==> config.mk <==
export PLATFORM = sky130hd
export DESIGN_NAME = prod_accum_4b
export DESIGN_NICKNAME = d
export VERILOG_FILES = /design/src/rtl/prod_accum_4b.sv
export SDC_FILE = /design/constraint.sdc
export NUM_CORES = 1
export LEC_CHECK = 0
export ABC_AREA = 1
export CAP_MARGIN = 20
export CORE_MARGIN = 5
export CORE_UTILIZATION = 48
export CTS_CLUSTER_DIAMETER = 120
export CTS_CLUSTER_SIZE = 30
export DETAILED_ROUTE_END_ITERATION = 8
export PLACE_DENSITY_LB_ADDON = 0.08
export SLEW_MARGIN = 20
export SYNTH_ARGS = -nofsm -noshare
export SYNTH_HDL_FRONTEND = slang
export SYNTH_SLANG_ARGS = --single-unit
export TNS_END_PERCENT = 20
==> constraint.sdc <==
create_clock -name CLK -period 1.8 [get_ports CLK]
set_input_delay 0.27 -clock CLK [delete_from_list [all_inputs] [get_ports CLK]]
set_output_delay 0.27 -clock CLK [all_outputs]
set_load 0.005 [all_outputs]
==> src/rtl/prod_accum_4b.sv <==
// Accumulates N_TERMS unsigned 8-bit products from the array multiplier into a
// saturating ACC_W-bit result, with valid/ready handshakes on both sides.
module prod_accum_4b #(
  parameter int N_TERMS = 4,
  parameter int ACC_W   = 12
) (
  input  logic             CLK,
  input  logic             RST,
  input  logic             START,
  input  logic [7:0]       P,
  input  logic             P_VALID,
  output logic             P_READY,
  output logic [ACC_W-1:0] ACC,
  output logic             ACC_VALID,
  input  logic             ACC_READY,
  output logic             OVF,
  output logic             BUSY
);

  localparam logic [1:0] S_IDLE  = 2'd0;
  localparam logic [1:0] S_ACCUM = 2'd1;
  localparam logic [1:0] S_DONE  = 2'd2;

  localparam logic [7:0] LAST_CNT = 8'(N_TERMS - 1);

  logic [1:0]       state_q, state_d;
  logic [ACC_W-1:0] acc_q, acc_d;
  logic [7:0]       cnt_q, cnt_d;
  logic             ovf_q, ovf_d;
  logic [ACC_W:0]   sum;
  logic             xfer;

  // The extra top bit of the sum is the carry out of ACC_W bits.
  function automatic logic [ACC_W-1:0] sat(input logic [ACC_W:0] s);
    return s[ACC_W] ? {ACC_W{1'b1}} : s[ACC_W-1:0];
  endfunction

  assign sum  = {1'b0, acc_q} + {{(ACC_W-7){1'b0}}, P};
  assign xfer = (state_q == S_ACCUM) && P_VALID;

  always_comb begin
    state_d = state_q;
    acc_d   = acc_q;
    cnt_d   = cnt_q;
    ovf_d   = ovf_q;
    case (state_q)
      S_IDLE: begin
        if (START) begin
          state_d = S_ACCUM;
          acc_d   = '0;
          cnt_d   = '0;
          ovf_d   = 1'b0;
        end
      end
      S_ACCUM: begin
        if (xfer) begin
          acc_d = sat(sum);
          cnt_d = cnt_q + 8'd1;
          ovf_d = ovf_q | sum[ACC_W];
          if (cnt_q == LAST_CNT) begin
            state_d = S_DONE;
          end
        end
      end
      S_DONE: begin
        if (ACC_READY) begin
          if (START) begin
            state_d = S_ACCUM;
            acc_d   = '0;
            cnt_d   = '0;
            ovf_d   = 1'b0;
          end else begin
            state_d = S_IDLE;
          end
        end
      end
      default: state_d = S_IDLE;
    endcase
  end

  always_ff @(posedge CLK or posedge RST) begin
    if (RST) begin
      state_q <= S_IDLE;
      acc_q   <= '0;
      cnt_q   <= '0;
      ovf_q   <= 1'b0;
    end else begin
      state_q <= state_d;
      acc_q   <= acc_d;
      cnt_q   <= cnt_d;
      ovf_q   <= ovf_d;
    end
  end

  assign P_READY   = (state_q == S_ACCUM);
  assign BUSY      = (state_q == S_ACCUM);
  assign ACC_VALID = (state_q == S_DONE);
  assign ACC       = acc_q;
  assign OVF       = ovf_q;

endmodule

==> results of run 1 <==
## worst max path at each step
stage                from       to  slack (ns)
2_1_floorplan      ACC[0]   ACC[2]        0.01
3_3_place_gp         P[0]   ACC[4]       -0.35
3_5_place_dp         P[0]   ACC[3]       -0.40
4_1_cts        state_q[1]  P_READY       0.005
5_1_grt        state_q[0]     BUSY       -0.03
6_report       state_q[1]     BUSY        0.05
## metal layers
metal | GRT usage | vias to the layer above | routed length (µm)
met3 | 0.0449 | 2 | 218
li1 | - | 869 | -
met2 | 0.268 | 37 | 1760
met4 | 0.0239 | 0 | 10
met1 | 0.243 | 733 | 1920
met5 | 0 | - | 0
## flip-flops by register name, indices dropped and copies added (netlist names)
signal	cells
state_q	2
OVF	1
cnt_q	8
ACC	12
## timing repair
| item | in CTS | in global routing |
|---|---|---|
| setup endpoints to repair | 13 | 15 |
| setup buffers | 1 | 1 |
| resized for setup | 3 | 10 |
| pin swaps | 1 | 3 |
## cell type report
type / count / area [µm²]
clock buffer: 3 / 22.5
multi-input combinational: 176 / 1000
timing repair buffer: 47 / 425
inverter: 35 / 131
sequential: 23 / 577
clock inverter: 1 / 5.00
fill: 328 / 1170
tap: 46 / 57.6
## cell usage in the layout, fill, tap and decap left out, types with 4 or more instances in the layout
cell and n:
a22oi_1 5, nor2_1 13, inv_1 33, clkdlybuf4s50_1 27, o21ai_0 5, nand4_1 9
nand3_1 21, dfrtp_1 22, a21oi_1 6, buf_4 19, nand2_1 78, ha_1 7
nand2_4 4
## critical path, stage by stage, from the launching register on
cell and delay [ns]:
dfrtp_2 0.47, nor2_8 0.17, clkdlybuf4s50_1 0.52
## power by group
| part | switching, µW | internal, µW | total, µW |
|---|---|---|---|
| sequential | 246 | 736 | 982 |
| combinational | 1020 | 1010 | 2040 |
| clock | 151 | 83.1 | 234 |
## per-stage QoR
step / power, µW / hold WS, ns
after global routing: 3600 / 0.297
after global placement: 2920 / 0.523
after floorplan: 2120 / 0.272
after detailed placement: 2920 / 0.524
after CTS: 3200 / 0.289
final: 3250 / 0.281
## cells by family after synthesis
kind of cell    share of synthesized area
fa+ha+maj                          0.0781
xor+xnor                          0.00516
simple gates                        0.384
flops                               0.339
buf+inv                             0.103
compound gates                     0.0906
==> results by group, run 1 <==
Timing
  – Setup repair after global routing missed its margin: true
  – Post-route setup slack: 0.0549 ns
  – Final Max Tran Viols: 0
  – Final setup fails: 0
  – Worst slew margin relative to its limit: 0.767
  – Final hold violations: 0
  – Setup TNS: 0 ns
  – Min cycle time layout: 1.75 ns
  – Max Clock Skew: 0.00824 ns
  – Max Freq: roughly 570 MHz
  – Slew @ Worst Pin: 0.349 ns
  – Share of the clock period used by the worst path after layout: 0.969

Cells and area
  – Area added between synthesis and finish: 30.6%
  – Final Instance Count excl. Fillers: 331
  – Diodes inserted: 0
  – Layout Utilization: 0.654
  – Fraction of layout instances using a drive strength above 1: 0.161
  – Total number of nets in the final design: 309
  – Final non-filler cell area: between 2000 and 2500 µm²

Placement
  – IO Port Bufs: 28
  – Pre-CTS WS: -0.400 ns
  – Half-perimeter wire length after placement: 3.07 mm
  – Weighted congestion at the end of routability-driven global placement: 0.832
  – Placed Cells: about 330
  – DP Area: between 2000 and 2500 µm²

Die
  – Die outline area: roughly 4800 µm²
  – Die W: 69.5 µm
  – Number of rows in the core area: 21
  – Initial core utilization: 0.501
  – I/O Pins: 29
  – Total core area: 3390 µm²
  – Y dimension of the die: 69.5 µm

GRT
  – Overflow left after global routing: 0
  – Global-route usage over all layers: 0.171
  – Global-route wire length before repair: 7.04 mm
  – Initial antenna violation count: 0
  – Number of global-route vias before repair: 1,601
  – Largest net degree at the start of global routing: 24

CTS
  – TritonCTS buffer count: 3
  – Clk Tree Root Cell: clkbuf_4
  – Clock latency reported for the late side of the worst-skew pair: 0.31 ns
  – Clock buffer depth: 2
  – Count of hold buffers inserted by post-cts repair: 0
  – Sinks on Clock Net: 23
  – Clock input transition at the sequential cells of the worst setup and hold paths: around 0.12 ns
  – # H-tree levels: 1
  – CTS tree: done

Flow run
  – Number of maximum-capacitance violations: 0

Synth
  – Sequential fraction of the synthesis area: 0.339
  – Share of Yosys cell area claimed by the top area cell type: 0.339
  – Async SR Flop Fraction: 1.00
  – Yosys warning total: 0
  – Most repeated cell in the gate-level netlist after synthesis: nand2_1
  – Number of synthesized flops with an enable pin: 0
  – Synth area leader: dfrtp_1
  – Syn avg cell area: 7.14 µm²
  – Number of different library cells in the post-synthesis netlist: 30
  – Cells after synthesis: between 200 and 250
  – Net Count, Synth: roughly 260
  – Main flop type after synthesis: dfrtp_1
  – Cell area after synthesis: 1700 µm²
  – FF+latch count, synth: 23
  – List of most frequent post-synthesis cells: nand2_1 (78), inv_1 (33), nand3_1 (24)
  – Leading cell types by total area after synthesis: dfrtp_1 (34%), nand2_1 (17%), inv_1 (7.3%)

Detailed routing
  – Via density per instance: 4.96
  – Wire length after detailed routing: 3.91 mm
  – Per-cell routed wire length: 11.8 µm
  – First DRT Iteration DRCs: 94
  – Vias after detailed routing: approximately 1,600
  – Iteration count of the initial detailed-routing pass: 5
  – DRC viols: 0
  – Number of antenna-violating nets in the routed design: 0

Critical path
  – Critical path capture point type: primary output
  – Max FO, Critical Path: 7
  – Slack of the worst reg-to-reg path: 0.12 ns
  – Req. time, crit path: 1.53 ns
  – Crit start category: flop
  – Cell depth of the worst flop-to-flop path: 8
  – Start-to-end type of the worst setup path: reg2out
  – Arrival time at the worst endpoint: 1.48 ns
  – Worst R2R End: ACC[6]
  – Start of the worst register-to-register path: ACC[0]

Outcome
  – Outcome: finished clean

Power and ir drop
  – Leakage component of the power: 0.00116 µW
  – Max IR drop VDD: 829 µV
  – Total power divided by cell area: around 1500 nW/µm²

Hold path
  – Type of the worst min-delay path: in2async
Power figures use the tool's default switching activity.
==> run 2, diff against run 1 <==
Settings changed: ABC_CLOCK_PERIOD_IN_PS set to 1800.
==> results of run 2 <==
Same layout as run 1: the final DEF is identical, and so are final timing and power.
